===== config.mk =====
export PLATFORM = sky130hd
export DESIGN_NAME = dma_block_writer_flat
export DESIGN_NICKNAME = d
export VERILOG_FILES = /design/src/rtl/dma_block_writer_pkg.sv /design/src/rtl/dma_block_writer_if.sv /design/src/rtl/dma_block_writer_out_buffer.sv /design/src/rtl/dma_block_writer.sv /design/src/flat_wrapper.sv
export SDC_FILE = /design/constraint.sdc
export NUM_CORES = 1
export LEC_CHECK = 0
export BUFFER_PORTS_ARGS = -buffer_cell sky130_fd_sc_hd__buf_2
export CAP_MARGIN = 40
export CORE_ASPECT_RATIO = 2
export CORE_MARGIN = 5
export CORE_UTILIZATION = 50
export CTS_BUF_LIST = sky130_fd_sc_hd__clkbuf_4
export DETAILED_ROUTE_END_ITERATION = 6
export GPL_TIMING_DRIVEN = 0
export PLACE_DENSITY_LB_ADDON = 0.08
export SETUP_SLACK_MARGIN = 0.5
export SLEW_MARGIN = 5
export SYNTH_ARGS = -nofsm -noshare
export SYNTH_HDL_FRONTEND = slang
export SYNTH_SLANG_ARGS = --single-unit

===== constraint.sdc =====
create_clock -name clk -period 3.7 [get_ports clk]
set_clock_uncertainty 0.05 [all_clocks]
set_input_delay 0.185 -clock clk [delete_from_list [all_inputs] [get_ports clk]]
set_output_delay 0.185 -clock clk [all_outputs]
set_load 0.005 [all_outputs]

===== src/rtl/dma_block_writer_pkg.sv =====
// Shared types and defaults for the DMA block writer and the processor top.
package dma_block_writer_pkg;

  localparam int unsigned DMA_ADDR_W  = 16;
  localparam int unsigned DMA_DATA_W  = 16;
  localparam int unsigned DMA_LEN_W   = 8;
  localparam int unsigned DMA_TIMEOUT = 255;

  localparam int unsigned STATE_W = 3;
  typedef logic [STATE_W-1:0] state_t;

  localparam state_t ST_IDLE    = 3'd0;
  localparam state_t ST_REQ     = 3'd1;
  localparam state_t ST_XFER    = 3'd2;
  localparam state_t ST_FLUSH   = 3'd3;
  localparam state_t ST_RELEASE = 3'd4;

endpackage


===== src/rtl/dma_block_writer_if.sv =====
// Command, source stream, hold/acknowledge and memory-write signals of the DMA block writer.
interface dma_block_writer_if
  import dma_block_writer_pkg::*;
#(
  parameter int unsigned ADDR_W = DMA_ADDR_W,
  parameter int unsigned DATA_W = DMA_DATA_W,
  parameter int unsigned LEN_W  = DMA_LEN_W
) ();

  logic              start;
  logic [ADDR_W-1:0] base_addr;
  logic [LEN_W-1:0]  length;
  logic              src_valid;
  logic [DATA_W-1:0] src_data;
  logic              src_ready;
  logic              HLD;
  logic              HLDA;
  logic [ADDR_W-1:0] DMA_Address;
  logic [DATA_W-1:0] DMA_data;
  logic              dma_we;
  logic              busy;
  logic              done;
  logic              err;

  modport master (
    input  start, base_addr, length, src_valid, src_data, HLDA,
    output src_ready, HLD, DMA_Address, DMA_data, dma_we, busy, done, err
  );

  modport slave (
    output start, base_addr, length, src_valid, src_data, HLDA,
    input  src_ready, HLD, DMA_Address, DMA_data, dma_we, busy, done, err
  );

endinterface


===== src/rtl/dma_block_writer_out_buffer.sv =====
// One-entry write buffer: holds the address/data pair presented to memory until it retires.
module dma_out_buffer
  import dma_block_writer_pkg::*;
#(
  parameter int unsigned ADDR_W = DMA_ADDR_W,
  parameter int unsigned DATA_W = DMA_DATA_W
) (
  input  logic              clk,
  input  logic              rst_n,
  input  logic              clear_i,
  input  logic              load_i,
  input  logic              retire_i,
  input  logic [ADDR_W-1:0] addr_i,
  input  logic [DATA_W-1:0] data_i,
  output logic              valid_o,
  output logic [ADDR_W-1:0] addr_o,
  output logic [DATA_W-1:0] data_o
);

  logic              valid_q, valid_d;
  logic [ADDR_W-1:0] addr_q, addr_d;
  logic [DATA_W-1:0] data_q, data_d;

  // A load in the same cycle as a retire replaces the retiring word.
  always_comb begin
    valid_d = valid_q;
    addr_d  = addr_q;
    data_d  = data_q;
    if (clear_i) begin
      valid_d = 1'b0;
    end else if (load_i) begin
      valid_d = 1'b1;
      addr_d  = addr_i;
      data_d  = data_i;
    end else if (retire_i) begin
      valid_d = 1'b0;
    end
  end

  always_ff @(posedge clk) begin
    if (!rst_n) begin
      valid_q <= 1'b0;
      addr_q  <= '0;
      data_q  <= '0;
    end else begin
      valid_q <= valid_d;
      addr_q  <= addr_d;
      data_q  <= data_d;
    end
  end

  assign valid_o = valid_q;
  assign addr_o  = addr_q;
  assign data_o  = data_q;

endmodule


===== src/rtl/dma_block_writer.sv =====
// DMA initiator: requests the bus via HLD/HLDA, streams a block from a valid/ready
// source into memory, then releases the bus and pulses done (or err on grant timeout).
module dma_block_writer
  import dma_block_writer_pkg::*;
#(
  parameter int unsigned ADDR_W  = DMA_ADDR_W,
  parameter int unsigned DATA_W  = DMA_DATA_W,
  parameter int unsigned LEN_W   = DMA_LEN_W,
  parameter int unsigned TIMEOUT = DMA_TIMEOUT
) (
  input  logic                clk,
  input  logic                rst_n,
  dma_block_writer_if.master  bus
);

  localparam int unsigned WAIT_W = (TIMEOUT > 1) ? $clog2(TIMEOUT) : 1;

  state_t            state_q, state_d;
  logic [ADDR_W-1:0] addr_q, addr_d;
  logic [LEN_W-1:0]  rem_q, rem_d;
  logic [WAIT_W-1:0] wait_q, wait_d;
  logic              hld_q, hld_d;
  logic              busy_q, busy_d;
  logic              done_q, done_d;
  logic              err_q, err_d;

  logic              buf_valid;
  logic              buf_clear;
  logic              accept;
  logic              retire;
  logic [ADDR_W-1:0] buf_addr;
  logic [DATA_W-1:0] buf_data;

  assign bus.src_ready = (state_q == ST_XFER) && bus.HLDA && (!buf_valid || bus.HLDA);
  assign bus.dma_we    = buf_valid && ((state_q == ST_XFER) || (state_q == ST_FLUSH));
  assign accept        = bus.src_valid && bus.src_ready;
  assign retire        = bus.dma_we && bus.HLDA;

  // Re-grant returns to FLUSH once every word has been accepted, else to XFER.
  always_comb begin
    state_d   = state_q;
    addr_d    = addr_q;
    rem_d     = rem_q;
    wait_d    = wait_q;
    done_d    = 1'b0;
    err_d     = 1'b0;
    buf_clear = 1'b0;
    case (state_q)
      ST_IDLE: begin
        if (bus.start) begin
          if (bus.length == '0) begin
            done_d = 1'b1;
          end else begin
            addr_d  = bus.base_addr;
            rem_d   = bus.length;
            wait_d  = '0;
            state_d = ST_REQ;
          end
        end
      end
      ST_REQ: begin
        if (bus.HLDA) begin
          state_d = (rem_q == '0) ? ST_FLUSH : ST_XFER;
        end else if (wait_q == WAIT_W'(TIMEOUT - 1)) begin
          err_d     = 1'b1;
          buf_clear = 1'b1;
          rem_d     = '0;
          state_d   = ST_IDLE;
        end else begin
          wait_d = wait_q + WAIT_W'(1);
        end
      end
      ST_XFER: begin
        if (!bus.HLDA) begin
          wait_d  = '0;
          state_d = ST_REQ;
        end else if (accept) begin
          addr_d = addr_q + ADDR_W'(1);
          rem_d  = rem_q - LEN_W'(1);
          if (rem_q == LEN_W'(1)) state_d = ST_FLUSH;
        end
      end
      ST_FLUSH: begin
        if (!bus.HLDA) begin
          wait_d  = '0;
          state_d = ST_REQ;
        end else if (retire) begin
          state_d = ST_RELEASE;
        end
      end
      ST_RELEASE: begin
        if (!bus.HLDA) begin
          done_d  = 1'b1;
          state_d = ST_IDLE;
        end
      end
      default: state_d = ST_IDLE;
    endcase
    hld_d  = (state_d == ST_REQ) || (state_d == ST_XFER) || (state_d == ST_FLUSH);
    busy_d = (state_d != ST_IDLE);
  end

  always_ff @(posedge clk) begin
    if (!rst_n) begin
      state_q <= ST_IDLE;
      addr_q  <= '0;
      rem_q   <= '0;
      wait_q  <= '0;
      hld_q   <= 1'b0;
      busy_q  <= 1'b0;
      done_q  <= 1'b0;
      err_q   <= 1'b0;
    end else begin
      state_q <= state_d;
      addr_q  <= addr_d;
      rem_q   <= rem_d;
      wait_q  <= wait_d;
      hld_q   <= hld_d;
      busy_q  <= busy_d;
      done_q  <= done_d;
      err_q   <= err_d;
    end
  end

  dma_out_buffer #(
    .ADDR_W (ADDR_W),
    .DATA_W (DATA_W)
  ) u_out_buffer (
    .clk      (clk),
    .rst_n    (rst_n),
    .clear_i  (buf_clear),
    .load_i   (accept),
    .retire_i (retire),
    .addr_i   (addr_q),
    .data_i   (bus.src_data),
    .valid_o  (buf_valid),
    .addr_o   (buf_addr),
    .data_o   (buf_data)
  );

  assign bus.DMA_Address = buf_addr;
  assign bus.DMA_data    = buf_data;
  assign bus.HLD         = hld_q;
  assign bus.busy        = busy_q;
  assign bus.done        = done_q;
  assign bus.err         = err_q;

endmodule


===== src/flat_wrapper.sv =====
// flat-port wrapper written by rule: the top's interface ports become plain ports
module dma_block_writer_flat import dma_block_writer_pkg::*;
#(
  parameter int unsigned ADDR_W  = DMA_ADDR_W,
  parameter int unsigned DATA_W  = DMA_DATA_W,
  parameter int unsigned LEN_W   = DMA_LEN_W,
  parameter int unsigned TIMEOUT = DMA_TIMEOUT
)
  (clk, rst_n, bus_start, bus_base_addr, bus_length, bus_src_valid, bus_src_data, bus_HLDA, bus_src_ready, bus_HLD, bus_DMA_Address, bus_DMA_data, bus_dma_we, bus_busy, bus_done, bus_err);
  dma_block_writer_if #(.ADDR_W(ADDR_W), .DATA_W(DATA_W), .LEN_W(LEN_W)) bus_i ();
  input  logic clk;
  input  logic rst_n;
  input wire logic [$bits(bus_i.start)-1:0] bus_start;
  input wire logic [$bits(bus_i.base_addr)-1:0] bus_base_addr;
  input wire logic [$bits(bus_i.length)-1:0] bus_length;
  input wire logic [$bits(bus_i.src_valid)-1:0] bus_src_valid;
  input wire logic [$bits(bus_i.src_data)-1:0] bus_src_data;
  input wire logic [$bits(bus_i.HLDA)-1:0] bus_HLDA;
  output wire logic [$bits(bus_i.src_ready)-1:0] bus_src_ready;
  output wire logic [$bits(bus_i.HLD)-1:0] bus_HLD;
  output wire logic [$bits(bus_i.DMA_Address)-1:0] bus_DMA_Address;
  output wire logic [$bits(bus_i.DMA_data)-1:0] bus_DMA_data;
  output wire logic [$bits(bus_i.dma_we)-1:0] bus_dma_we;
  output wire logic [$bits(bus_i.busy)-1:0] bus_busy;
  output wire logic [$bits(bus_i.done)-1:0] bus_done;
  output wire logic [$bits(bus_i.err)-1:0] bus_err;
  assign bus_i.start = bus_start;
  assign bus_i.base_addr = bus_base_addr;
  assign bus_i.length = bus_length;
  assign bus_i.src_valid = bus_src_valid;
  assign bus_i.src_data = bus_src_data;
  assign bus_i.HLDA = bus_HLDA;
  assign bus_src_ready = bus_i.src_ready;
  assign bus_HLD = bus_i.HLD;
  assign bus_DMA_Address = bus_i.DMA_Address;
  assign bus_DMA_data = bus_i.DMA_data;
  assign bus_dma_we = bus_i.dma_we;
  assign bus_busy = bus_i.busy;
  assign bus_done = bus_i.done;
  assign bus_err = bus_i.err;
  dma_block_writer #(.ADDR_W(ADDR_W), .DATA_W(DATA_W), .LEN_W(LEN_W), .TIMEOUT(TIMEOUT)) u_core (.clk(clk), .rst_n(rst_n), .bus(bus_i));
endmodule

Yosys cells after proc, flatten, opt, wreduce, memory -nomap -nowiden
Cells that the tools add are included.
Cells by class
  $add $sub $neg: 3
  eq/ne operators: 17
  reduce and logical (&&, ||, !) cells: 24
  bitwise gates (word level): 2
  muxes and demuxes: 39
Operator list (count)
  $mux 8: 11
  $mux 16: 4
  $pmux 8 s3: 2
  $pmux 16 s2: 1
  $mux 3: 10
  $add 16x1->16 const B: 1
  $logic_not 8->1: 2
  $pmux 3 s5: 1
  $eq 3x2->1 const B: 4
  $ne 2x2->1 const B: 6
  $mux 1: 9
  $reduce_bool 3->1: 3
  $add 8x1->8 const B: 1
  $eq 8x1->1 const B: 1
  $eq 8x8->1 const B: 1
  $sub 8x1->8 const B: 1
  $reduce_and 7->1: 1
  $eq 3x1->1 const B: 2
  $reduce_and 6->1: 1
  $logic_and 1x1->1: 5
  $reduce_and 5->1: 1
  $logic_or 1x1->1: 4
  $ne 2x1->1 const B: 2
  $reduce_bool 2->1: 2
  7 further kinds: 9
Storage, ports and cells
  output and inout port bits: 38
  logic and storage cells: 96
  flip-flop bits (word level): 72

Depth between registers and ports, before layout
Gate-level depths: netlist of the first run.
  depth after elaboration: 10
  depth in mapped cells: 8
  mapped depth without buffers: 7

Hierarchy
From an unflattened synthesis of the first run, not the netlist that was laid out.
Second synthesis, totals
  cell total of the unflattened synthesis: 440
  area, all modules: 3691.0 sq um
Modules (own cells, without submodules)
  dma_block_writer: area an instance 2328.5 sq um, instances 1, cells an instance 296, seq. area each 780.7 sq um
  dma_out_buffer: area an instance 1362.6 sq um, instances 1, cells an instance 144, seq. area each 660.6 sq um

Least setup slack after synthesis of the first run
Ideal clock, no wire load.
  path type: flip-flop to flip-flop
  start point: register u_core.wait_q[0]
  end point: register u_core.hld_q (netlist: u_core.bus.HLD)
  slack: 1.990 ns
  arrival time: 1.543 ns
  cell stages (with the launch flop): 8
  library setup time: 0.117 ns
  data required time: 3.533 ns
  cell sequence: dfxtp_1 > inv_1 > ha_1 > nand3_1 > or2_1 > a311oi_4 > a31o_2 > nand2b_1
On the way
  cells in the longest elaborated chain, start to end: 7
  elaborated cells between the ends (all ways): 9
RTL lines
  from (decl): RTL line dma_block_writer.sv:21  | logic [WAIT_W-1:0] wait_q, wait_d;
  from (signal assigned): RTL line dma_block_writer.sv:117  | wait_q <= wait_d;
  $eq 8x8->1 (*): RTL line dma_block_writer.sv:64  | end else if (wait_q == WAIT_W'(TIMEOUT - 1)) begin
  $mux 3 (*): RTL line dma_block_writer.sv:64
  $mux 3 (*): RTL line dma_block_writer.sv:62  | if (bus.HLDA) begin
  $pmux 3 s5 (*): RTL line dma_block_writer.sv:48  | case (state_q)
  $eq 3x1->1 or $eq 3x2->1 (tied branches): RTL line dma_block_writer.sv:99  | hld_d = (state_d == ST_REQ) || (state_d == ST_XFER) || (state_d == ST_FLUSH);
  $logic_or 1x1->1: RTL line dma_block_writer.sv:99
  $logic_or 1x1->1 (*): RTL line dma_block_writer.sv:99
  to (signal assigned): RTL line dma_block_writer.sv:118  | hld_q <= hld_d;
  to (decl): RTL line dma_block_writer.sv:22  | logic hld_q, hld_d;
Every way passes the cells marked *; elsewhere a longest branch is shown, timed or not.
A chain may end at the register's enable or synchronous reset.

Final worst setup path of the first run
  start point: register u_core.state_q[1]
  end point: output bus_src_ready
On the way
  cells in the longest elaborated chain, start to end: 3
RTL lines
  from (decl): RTL line dma_block_writer.sv:18  | state_t state_q, state_d;
  from (signal assigned): RTL line dma_block_writer.sv:114  | state_q <= state_d;
  $eq 3x2->1: RTL line dma_block_writer.sv:34  | assign bus.src_ready = (state_q == ST_XFER) && bus.HLDA && (!buf_valid || bus.HLDA);
  $logic_and 1x1->1 (2 in a row): RTL line dma_block_writer.sv:34
  to (decl): RTL line flat_wrapper.sv:19  | output wire logic [$bits(bus_i.src_ready)-1:0] bus_src_ready;
Every way passes these cells.

==> reports/results.txt, run 1 <==
The flow ran to the end, and the final reports show no timing, DRC or antenna violations. The simple-gate share of the synthesized area works out to 0.275. For the internal power of the cells, the log shows 0.00111 W. The net count of the finished layout is 607. The main combinational cell family by area after synthesis is simple AND/OR/NAND/NOR gates.

Timing would allow up to 449 MHz. Relative to the synthesized area, the layout overhead comes to 22.7%. The standard-cell row count is 43, and the worst-skew pair later-pin latency is 0.43 ns. For this design the static power due to leakage is 1.80 nW. The post-synthesis average cell area was 8.03 µm²; the final count of hold timing violations was 0. STA classifies the critical path startpoint as a register.

TritonCTS built the clock tree. The number of buffers and inverters on the critical path is 4, and the remaining global-route overflow is 0. Routability-driven placement finished with a final weighted congestion of 0.877. The adder and majority cell fraction of the synthesized area is 0.0174. In this design, the largest share of critical-path delay is due to buffers and inverters. The switching component of the power was 0.000499 W; the clock network power share was 0.264. CTS placed an instance of clkbuf_4 at the clock tree root. Setup repair after global routing left no endpoint under its margin. The first global-routing pass estimated 17100 µm of wire. The run gives 0.606 as the relative max-transition margin. Yosys instantiated no cell more often than nand2_1. The total number of yosys warnings is 0, and the number of enable flip-flop cells after synthesis is 0. The tools report the number of global-route vias before repair as 3664. By area the synthesized netlist is led by dfxtp_1 (40%), nand2_1 (11%), a21oi_1 (8.7%). The layout cell share with drive strength beyond 1 is 0.249. The final max-slew violation count was 0. The time the worst path needs with I/O delays and setup is 2.23 ns, and the total of endpoints with negative setup slack in the final report is 0. The cell repeated most along the worst path is buf_2. The clock tree synthesis step divided the H-tree into 3 levels. During placement, the flow inserted port buffers numbering 81. The mean number of vias per cell was 5.62; the share of total power in combinational logic was 0.204. The signal on the critical path passes through buf_4 -> or3b_4 -> buf_6 -> buf_2 -> nor2_1 -> buf_2. The post-CTS clock slew at the launch and capture registers of the worst setup and hold paths is 0.11 ns, and the total core area is 6990 µm². For this design, the slowest cell found on the critical path is or3b_4. For this run, the detailed router's first-pass iteration total came to 6.

In this run the count of I/O pins placed on the die edge is 83. The die is 130 µm tall. Once detail routing completed, the nets flagged for antenna violations numbered 0. The logs give 72 for the clock sink total and 1.60 ns for the worst setup slack for register-to-register paths. Switching share of total power: 0.309. The mux share of post-synthesis cell area works out to 0. After detailed routing, the number of remaining DRC violations is 0.

The share of the synthesized area in the top cell type is 0.402, and the TritonCTS buffer count is 9. Across the whole layout, storage elements account for 1440 µm². The floorplan step defined a die boundary enclosing 9070 µm². In this run the horizontal extent of the chip is 69.9 µm.

The count of cells resized by post-cts repair was 0. The run gives 0.233 as the global-route total usage across every layer. The count of unique library cells instantiated by Yosys came out at 62. The routed wire length was 10300 µm. Counting along the longest clock path gives a buffer depth of 2.

At the pin with the least slew margin, the transition time is 0.591 ns. The tools report the number of antenna violations at the first check in global routing as 0. By startpoint and endpoint, the worst setup path is classified as register to output pin. In the final layout, the multi-input gates occupy 1930 µm². Delay of the slowest cell on the worst path: 0.45 ns.

The run gives 0.402 as the sequential fraction of the synthesis area. The tightest min-delay check is of the input pin to register type. Among all flip-flop cells after synthesis, the most frequent one is dfxtp_1. The run gives 0 as the max-capacitance violation count. The share of flip-flops with an asynchronous set or reset after synthesis is 0, and the total nets after synthesis is 497.

The xor/xnor cell area share of the yosys netlist was 0.00488. For the worst setup path, the data required time is 3.46 ns. The routed layout has 3678 vias.

The peak ir drop on the vdd network was 262 µV. Effective utilization at floorplan: 0.513. For this block, the initial DRC count from the detailed router was 232. The routed wirelength normalized by instance count was 15.8 µm. The peak fanout along the critical path was 10. Entering global routing, the biggest net connects 12 pins. Sorting the synthesized cells by how often they occur yields nand2_1 (106), dfxtp_1 (72), a21oi_1 (62), nor2_1 (25), clkbuf_1 (14). Summed negative setup slack over all endpoints: 0 ns. At the worst endpoint, the arrival time is 1.99 ns. The number of filler cells placed in the layout was 699.

The complex-gate fraction of the synthesized area came out at 0.242. The share of the clock period used by the worst path after layout came out at 0.602. The worst setup path is captured at an output pin. The number of storage elements in the synthesis netlist is 72, and the total power per unit cell area is 366 nW/µm².

Summed over all nets, the half-perimeter wirelength after detailed placement is 7660 µm. For the sequential share of power, the log shows 0.532. The summed instance area of the synthesized netlist came out at 3590 µm².

After detailed placement, the design holds a cell count of 618. dfxtp_1 takes more of the synthesized area than any other cell. For this run, the number of standard cells in the final layout without fillers is 654.

In the synthesized netlist, the number of instances is 447.
[sequential cells by signal (all words and copies together) (netlist names), 3 cells and up]
name	flops
u_core.addr_q	16
u_core.rem_q	8
u_core.state_q	3
u_core.u_out_buffer.addr_o	16
u_core.u_out_buffer.data_o	16
u_core.wait_q	8
[placed cells by master (no fill, tap or decap), types with 3 or more instances in the layout]
cell	instances
dlygate4sd3_1	18
nor3b_2	3
a32o_1	5
inv_1	8
and2_1	4
o21a_1	3
clkbuf_4	12
o31ai_1	3
nor3_1	10
o221a_2	5
o21ai_0	12
buf_6	4
a22oi_1	3
a31oi_1	3
dfxtp_1	72
nand2_1	106
buf_4	3
nor2b_1	3
clkbuf_1	14
ha_1	5
nand4_1	7
a21oi_1	62
and4_1	3
o21ai_1	4
nand3_1	12
o22ai_1	4
a211oi_1	3
and3_1	4
nor2_1	25
buf_2	92
nor4_1	5
[stage by stage]
stage	power, W	area (µm²)	setup WS (ns)	utilization	hold slack [ns]
after global placement	0.00118	4110	1.66	0.587	0.376
after global routing	0.00170	4400	1.32	0.629	0.0410
after floorplan	0.00108	3590	1.99	-	0.271
after CTS	0.00162	4400	1.44	0.629	0.0110
final	0.00161	4400	1.47	0.629	0.0387
after detailed placement	0.00119	4110	1.65	0.587	0.385
[layer usage]
layer,part of all wire,track usage,routed length (µm)
met2,0.53,0.435,5470
met1,0.37,0.232,3790
met3,0.064,0.0594,658
met4,0.041,0.130,419
met5,0,0,0
[kinds of logic after synthesis]
| kind of cell | Yosys count |
|---|---|
| compound gates | 127 |
| xor+xnor | 2 |
| fa+ha+maj | 5 |
| buf+inv | 42 |
| flops | 72 |
| simple gates | 199 |
[power groups by stage]
stage	Sequential, W	Combinational [W]	Clock, W
2_1_floorplan	0.000863	0.000219	0
3_3_place_gp	0.000872	0.000305	0
3_5_place_dp	0.000874	0.000312	0
4_1_cts	0.000857	0.000327	0.000441
5_1_grt	0.000864	0.000363	0.000476
6_report	0.000858	0.000329	0.000425
[final timing paths]
path                                                     from                            end  depth (start not counted)
worst min-delay path                         bus_base_addr[2]               u_core.addr_q[2]                          5
worst min register to register  u_core.u_out_buffer.addr_o[7]  u_core.u_out_buffer.addr_o[7]                          2
worst max-delay path                        u_core.state_q[1]                  bus_src_ready                          6
worst max register to register               u_core.addr_q[0]              u_core.addr_q[14]                          6
[cell type report]
class / instances / area share
Multi-Input combinational cell: 333 / 0.439
Timing Repair Buffer: 99 / 0.133
Antenna cell: 2 / 0.00114
Inverter: 9 / 0.00767
Tap cell: 90 / 0.0256
Clock inverter: 4 / 0.00483
Clock buffer: 12 / 0.0205
Buffer: 33 / 0.0406
Sequential cell: 72 / 0.327
[worst register-to-register path, cell delays in order, from the launching register on]
cell and delay, ns:
dfxtp_1 0.47, ha_1 0.25, nand3_1 0.17, nor2_1 0.51, nand4_1 0.22, o31ai_1 0.24, o2bb2ai_1 0.14
[repair_timing]
action / in CTS / in global routing
hold buffers: 18 / 0
endpoints found under the setup margin: 0 / 0
buffers inserted: 0 / 0
endpoints found under the hold margin: 18 / 0
Power figures use the tool's default switching activity.
==> run 2: changes to the inputs <==
==> constraint.sdc (replaced) <==
create_clock -name clk -period 1.85 [get_ports clk]
set_clock_uncertainty 0.05 [all_clocks]
set_input_delay 0.0925 -clock clk [delete_from_list [all_inputs] [get_ports clk]]
set_output_delay 0.0925 -clock clk [all_outputs]
set_load 0.005 [all_outputs]
==> reports/results.txt, run 2 (synthesis results as in run 1) <==
The flow ran to the end, but the final reports show violations. The checks that failed: setup timing. The logs give 2.57 nW (was 1.80 nW) for the leakage power of the design and 0.265 (was 0.233) for the global-route total usage across every layer. The layout cell share with drive strength beyond 1 is 0.530 (was 0.249), and the placed wire-length estimate is 7680 µm (was 7660 µm). For the standard-cell row count, the log shows 43 (unchanged). The commonest non-fill, non-tap cell in the layout was buf_2 (was nand2_1). The peak fanout along the critical path came out at 9 (was 10). For the number of remaining DRC errors, the log shows 0 (unchanged). Kind of start point of the critical path: a register (unchanged).

TritonCTS built the clock tree. The area occupied by multi-input gates came out at 2610 µm² (was 1930 µm²). The run gives 949 µm (was 658 µm) as the met3 wirelength from detailed routing. Layout net count: 673 (was 607).

For the boundary pin count, the log shows 83 (unchanged). The routed wire length is 14200 µm (was 10300 µm). The logs give 4363 (was 3678) for the total number of vias and 0 (unchanged) for the remaining global-route overflow.

The logs give 719 (was 654) for the count of placed standard cells in the final layout, fillers left out and 618 (unchanged) for the placed instance count. The run gives 19200 µm (was 17100 µm) as the first-pass GRT wire length. The tools report the pin count of the biggest net entering global routing as 14 (was 12).

The number of levels the H-tree was split into is 3 (unchanged). The floorplan die height is 130 µm (unchanged), and the number of antenna violations at the first check in global routing is 1 (was 0). The share of the clock period used by the worst path after layout was 1.04. Total of endpoints with negative setup slack in the final report: 7 (was 0). Routed wirelength normalized by instance count: 19.8 µm (was 15.8 µm). The data arrival time of the critical path is 2.19 ns (was 1.99 ns), and the number of buffers and inverters on the critical path is 3 (was 4). Commonest cells after routing, fill and taps aside: buf_2 (84), nand2_1 (70), dfxtp_1 (57), a21oi_2 (36), buf_6 (34) (was nand2_1 (106), buf_2 (92), dfxtp_1 (72), a21oi_1 (62), nor2_1 (25)). The worst path needs 1.92 ns of the cycle, external delays included. Sequential share of power: 0.403 (was 0.532).

TritonCTS buffer count: 9 (unchanged). Class of the most critical hold timing path: input pin to register (unchanged). Wire length on met2: 7810 µm (was 5470 µm). Endpoint kind of the worst setup timing path: a register (was an output pin).

Summed negative setup slack over all endpoints: -0.184 ns (was 0 ns). Setup repair after global routing could not meet its margin everywhere. For the count of nets left with antenna violations after detail routing, the log shows 0 (unchanged).

The final instance area came out at 6070 µm² (was 4400 µm²). The last weighted congestion value of the routability-driven placer is 0.896 (was 0.877). The delay of the slowest cell on the worst path was 0.41 ns (was 0.45 ns); the clock sink total was 72 (unchanged). The max-capacitance violation count came out at 0 (unchanged).

The sequential cell area in the final layout is 1480 µm² (was 1440 µm²), and the number of filler cells placed in the layout is 359 (was 699). The run gives 0.262 (was 0.204) as the share of total power in combinational logic. The logs give 4087 (was 3664) for the number of global-route vias before repair and 639 µV (was 262 µV) for the peak ir drop on the vdd network.

The run gives 0 (unchanged) as the final max-slew violation count. Smallest hold slack: 0.0243 ns (was 0.0387 ns). Maximum clock path buffer count: 2 (unchanged). The run gives 0.00301 W (was 0.00111 W) as the internal power of the cells. The run gives 6990 µm² (unchanged) as the total core area. The total power per unit cell area came out at 710 nW/µm² (was 366 nW/µm²). The worst-skew pair later-pin latency was 0.44 ns (was 0.43 ns); the worst-margin pin slew was 0.847 ns (was 0.591 ns). The buffer cell driving the clock tree root was clkbuf_4 (unchanged). The number of design-rule violations left by the first detailed-router iteration was 370 (was 232). The final worst setup slack was -0.0702 ns (was 1.47 ns); the post-CTS clock slew at the launch and capture registers of the worst setup and hold paths was 0.12 ns (was 0.11 ns).

The cell area after placement is 4280 µm² (was 4110 µm²). The tools report the switching component of the power as 0.00130 W (was 0.000499 W). The worst setup path category was register to register (was register to output pin). The logs give 4740 µm (was 3790 µm) for the routed length on met1 and 0.513 (unchanged) for the effective utilization at floorplan.

The tools report the relative max-transition margin as 0.435 (was 0.606). The number of port buffers was 81 (unchanged). The width of the die came out at 69.9 µm (unchanged). The clock network power share came out at 0.335 (was 0.264). The required time of the critical path is 2.12 ns (was 3.46 ns). Timing would allow up to 521 MHz. Number of detailed-route iterations in the first pass: 6 (unchanged). The cell family with the largest share of critical-path delay is simple AND/OR/NAND/NOR gates (was buffers and inverters).

The run gives 9070 µm² (unchanged) as the floorplan die area. The cell with the largest stage delay on the worst path is or3b_4 (unchanged). Switching share of total power: 0.301 (was 0.309). The mean number of vias per cell is 6.07 (was 5.62), and the final count of hold timing violations is 0 (unchanged).

Cells along the critical path: buf_6 -> or3b_4 -> buf_8 -> buf_4 -> nor3_1 -> o21ai_2 -> nor3b_2 (was buf_4 -> or3b_4 -> buf_6 -> buf_2 -> nor2_1 -> buf_2). The post-synthesis to final-layout area growth is 69.2% (was 22.7%). The highest layer used for signal routing is met4 (unchanged).
==> run 2: cell types whose count changed in the layout (fill, tap and decap cells not counted), moves of 9 or more <==
| cell | delta |
|---|---|
| a21oi_1 | -38 |
| a21oi_2 | +36 |
| buf_4 | +17 |
| buf_6 | +30 |
| dfxtp_1 | -15 |
| dlygate4sd3_1 | +15 |
| nand2_1 | -36 |
| nand2_2 | +16 |
| nand2_4 | +20 |
| o21ai_2 | +9 |
==> run 2: area by class of cell <==
class / instances / share of cell area
Multi-Input combinational cell: 333 / 0.430
Sequential cell: 72 / 0.243
Timing Repair Buffer: 165 / 0.217
Buffer: 33 / 0.0507
Clock inverter: 7 / 0.0235
Tap cell: 90 / 0.0185
Clock buffer: 9 / 0.0111
Inverter: 9 / 0.00556
Antenna cell: 1 / 0.000412
==> run 2: worst min-delay path: stages <==
cell     delay [ns]
buf_2          0.08
a32o_1         0.14
nand2_2        0.06
a21oi_2        0.11
==> run 2: per-stage QoR <==
stage	util	worst slack [ns]	power (W)
2_1_floorplan	-	0.225	0.00223
3_3_place_gp	0.613	-0.0311	0.00242
3_5_place_dp	0.613	-0.0360	0.00244
4_1_cts	0.744	-0.0631	0.00404
5_1_grt	0.868	-0.152	0.00448
6_report	0.868	-0.0702	0.00431
==> run 2: final timing paths <==
kind | from | to | slack [ns] | cells after the start
max | u_core.state_q[2] | u_core.addr_q[13] | -0.07 | 7
min | bus_base_addr[5] | u_core.addr_q[5] | 0.02 | 4
max reg2reg | u_core.state_q[2] | u_core.addr_q[13] | -0.07 | 7
min reg2reg | u_core.u_out_buffer.addr_o[5] | u_core.u_out_buffer.addr_o[5] | 0.41 | 2
==> run 2: per-layer routing <==
layer | track usage | up-vias
met5 | 0 | -
met4 | 0.131 | 0
met1 | 0.257 | 2083
li1 | - | 1958
met3 | 0.0678 | 75
met2 | 0.511 | 247
==> run 2: power by group through the flow <==
stage | logic (W) | clock network, W | registers [W]
CTS | 0.000870 | 0.00145 | 0.00172
finish | 0.00113 | 0.00144 | 0.00174
global placement | 0.000669 | 0 | 0.00175
global route | 0.00120 | 0.00153 | 0.00175
floorplan | 0.000492 | 0 | 0.00173
detailed placement | 0.000681 | 0 | 0.00176
==> run 2: timing repair <==
item,CTS,global route
gates cloned,2,5
hold buffers,33,0
buffers inserted,24,20
hold endpoints to repair,33,0
setup endpoints to repair,71,72
gates resized for setup,48,171
pin swaps,14,61
==> run 3: changes to the inputs <==
--- a/config.mk
+++ b/config.mk
@@ -14,6 +14,7 @@
 export DETAILED_ROUTE_END_ITERATION = 6
 export GPL_TIMING_DRIVEN = 0
 export PLACE_DENSITY_LB_ADDON = 0.08
+export REMOVE_ABC_BUFFERS = 1
 export SETUP_SLACK_MARGIN = 0.5
 export SLEW_MARGIN = 5
 export SYNTH_ARGS = -nofsm -noshare
==> reports/results.txt, run 3 (synthesis results as in run 1) <==
The logs give 0.00352 W (was 0.00431 W) for the total power and 9 (unchanged) for the TritonCTS buffer count. The total power per unit cell area was 629 nW/µm² (was 710 nW/µm²); the pin count of the biggest net entering global routing was 53 (was 14). The total number of vias was 4322 (was 4363); the fmax was 549 MHz (was 521 MHz).

The logs give 0.611 (was 0.435) for the relative max-transition margin and 3 (unchanged) for the number of levels the H-tree was split into. The tools report the final max-slew violation count as 0 (unchanged). The run gives -0.802 ns (was -0.0360 ns) as the worst setup slack after placement. Kind of start point of the critical path: a register (unchanged). Commonest cells after routing, fill and taps aside: nand2_1 (84), buf_2 (83), dfxtp_1 (53), a21oi_1 (45), buf_4 (40) (was buf_2 (84), nand2_1 (70), dfxtp_1 (57), a21oi_2 (36), buf_6 (34)). The worst-margin pin slew is 0.583 ns (was 0.847 ns). The logs give 670 (was 673) for the layout net count and 0 (unchanged) for the count of nets left with antenna violations after detail routing. The tools report the number of design-rule violations left by the first detailed-router iteration as 365 (was 370).

The placed wire-length estimate is 6320 µm (was 7680 µm), and the max-capacitance violation count is 0 (unchanged). The tools report the number of detailed-route iterations in the first pass as 7 (was 6). The endpoint kind of the worst setup timing path was a register (unchanged). Worst-skew pair later-pin latency: 0.43 ns (was 0.44 ns). Setup repair after global routing could not meet its margin everywhere. The layout cell share with drive strength beyond 1 came out at 0.462 (was 0.530).

The share of the clock period used by the worst path after layout was 0.984 (was 1.04); the peak fanout along the critical path was 7 (was 9). The logs give 6990 µm² (unchanged) for the total core area and 0.794 (was 0.896) for the last weighted congestion value of the routability-driven placer. The data arrival time of the critical path came out at 2.08 ns (was 2.19 ns). The tools report the final count of hold timing violations as 0 (unchanged). Routed wire length: 13500 µm (was 14200 µm). The global-route total usage across every layer was 0.266 (was 0.265). Maximum clock path buffer count: 2 (unchanged). Commonest non-fill, non-tap cell in the layout: nand2_1 (was buf_2).

The remaining global-route overflow was 0 (unchanged). The total of endpoints with negative setup slack in the final report is 0 (was 7), and the boundary pin count is 83 (unchanged). The number of port buffers is 82 (was 81), and the final worst setup slack is 0.0290 ns (was -0.0702 ns). The routed wirelength normalized by instance count is 18.9 µm (was 19.8 µm), and the number of filler cells placed in the layout is 437 (was 359). The peak ir drop on the vdd network is 407 µV (was 639 µV).

The summed negative setup slack over all endpoints is 0 ns (was -0.184 ns), and the number of global-route vias before repair is 4111 (was 4087). The run gives 43 (unchanged) as the standard-cell row count. The floorplan die area came out at 9070 µm² (unchanged). The width of the die is 69.9 µm (unchanged). The required time of the critical path is 2.11 ns (was 2.12 ns), and the clock sink total is 72 (unchanged).

The floorplan die height is 130 µm (unchanged). The buffer cell driving the clock tree root is clkbuf_4 (unchanged). The logs give 19400 µm (was 19200 µm) for the first-pass GRT wire length and 0 (unchanged) for the number of remaining DRC errors. TritonCTS built the clock tree. Leakage power of the design: 2.29 nW (was 2.57 nW). Worst setup path category: register to register (unchanged). The flow ran to the end, and the final reports show no timing, DRC or antenna violations. The post-synthesis to final-layout area growth works out to 56.1% (was 69.2%). The time the worst path needs with I/O delays and setup came out at 1.82 ns (was 1.92 ns). The number of antenna violations at the first check in global routing came out at 0 (was 1). The post-CTS clock slew at the launch and capture registers of the worst setup and hold paths was 0.11 ns (was 0.12 ns); the effective utilization at floorplan was 0.513 (unchanged). Class of the most critical hold timing path: input pin to register (unchanged). Mean number of vias per cell: 6.05 (was 6.07).

Total inserted antenna cells: 0 (was 1).
==> run 3: changes by cell type in the layout (fill, tap and decap cells not counted), sizes merged, moves of 2 or more <==
cell and delta:
or3b +2, bufinv -4, buf +7, clkbuf -13
nor2 +4, dlygate4sd3 -3, clkinv +2
==> run 3: path summary, 6_finish.rpt <==
check	from	to	slack, ns	cells past startpoint
hold / removal	bus_base_addr[4]	u_core.addr_q[4]	0.008	5
hold reg to reg	u_core.u_out_buffer.data_o[5]	u_core.u_out_buffer.data_o[5]	0.41	2
setup / recovery	u_core.state_q[1]	u_core.addr_q[2]	0.03	7
setup reg to reg	u_core.state_q[1]	u_core.addr_q[2]	0.03	7
==> run 3: what timing repair did <==
action | CTS | global route
buffers inserted | 47 | 22
gates resized for setup | 105 | 48
hold buffers | 30 | 0
gates cloned | 11 | 1
hold endpoints to repair | 30 | 0
setup endpoints to repair | 72 | 72
pin swaps | 35 | 20
==> run 3: layer usage <==
| metal | track usage | wire length, µm | part of all wire | vias up |
|---|---|---|---|---|
| li1 | - | - | - | 1964 |
| met1 | 0.268 | 4470 | 0.33 | 2022 |
| met2 | 0.494 | 7140 | 0.53 | 255 |
| met3 | 0.0501 | 942 | 0.070 | 81 |
| met4 | 0.166 | 943 | 0.070 | 0 |
| met5 | 0 | 0 | 0 | - |
==> run 3: report_power, final <==
group          internal [W]  switching, W  total [W]  leakage (nW)
clock              0.000270      0.000543   0.000813        0.0571
combinational      0.000481      0.000486   0.000966          1.63
sequential          0.00163      0.000114    0.00174         0.598
total               0.00238       0.00114    0.00352          2.29
==> run 3: worst max-delay path, stage by stage, from the launching register on <==
cell	delay, ns
dfxtp_4	0.41
or3b_4	0.44
buf_6	0.16
nor2_8	0.18
buf_6	0.14
nor2_4	0.05
o21ai_1	0.16
a21oi_1	0.10
==> run 3: metrics by stage <==
stage | instances | hold WS [ns] | instance area [µm²] | util
2_1_floorplan | 414 | 0.121 | 3410 | -
3_3_place_gp | 586 | 0.285 | 3930 | 0.562
3_5_place_dp | 588 | 0.291 | 3970 | 0.567
4_1_cts | 691 | 0.00321 | 5250 | 0.750
5_1_grt | 714 | 0.0206 | 5600 | 0.801
6_report | 714 | 0.00796 | 5600 | 0.801
==> run 3: cell type report <==
type	instances	area, µm²	area share
tap	90	113	0.0201
sequential	72	1500	0.268
timing repair buffer	188	1530	0.274
multi-input combinational	340	2310	0.413
clock inverter	5	25.0	0.00447
clock buffer	10	75.1	0.0134
inverter	9	38.8	0.00693
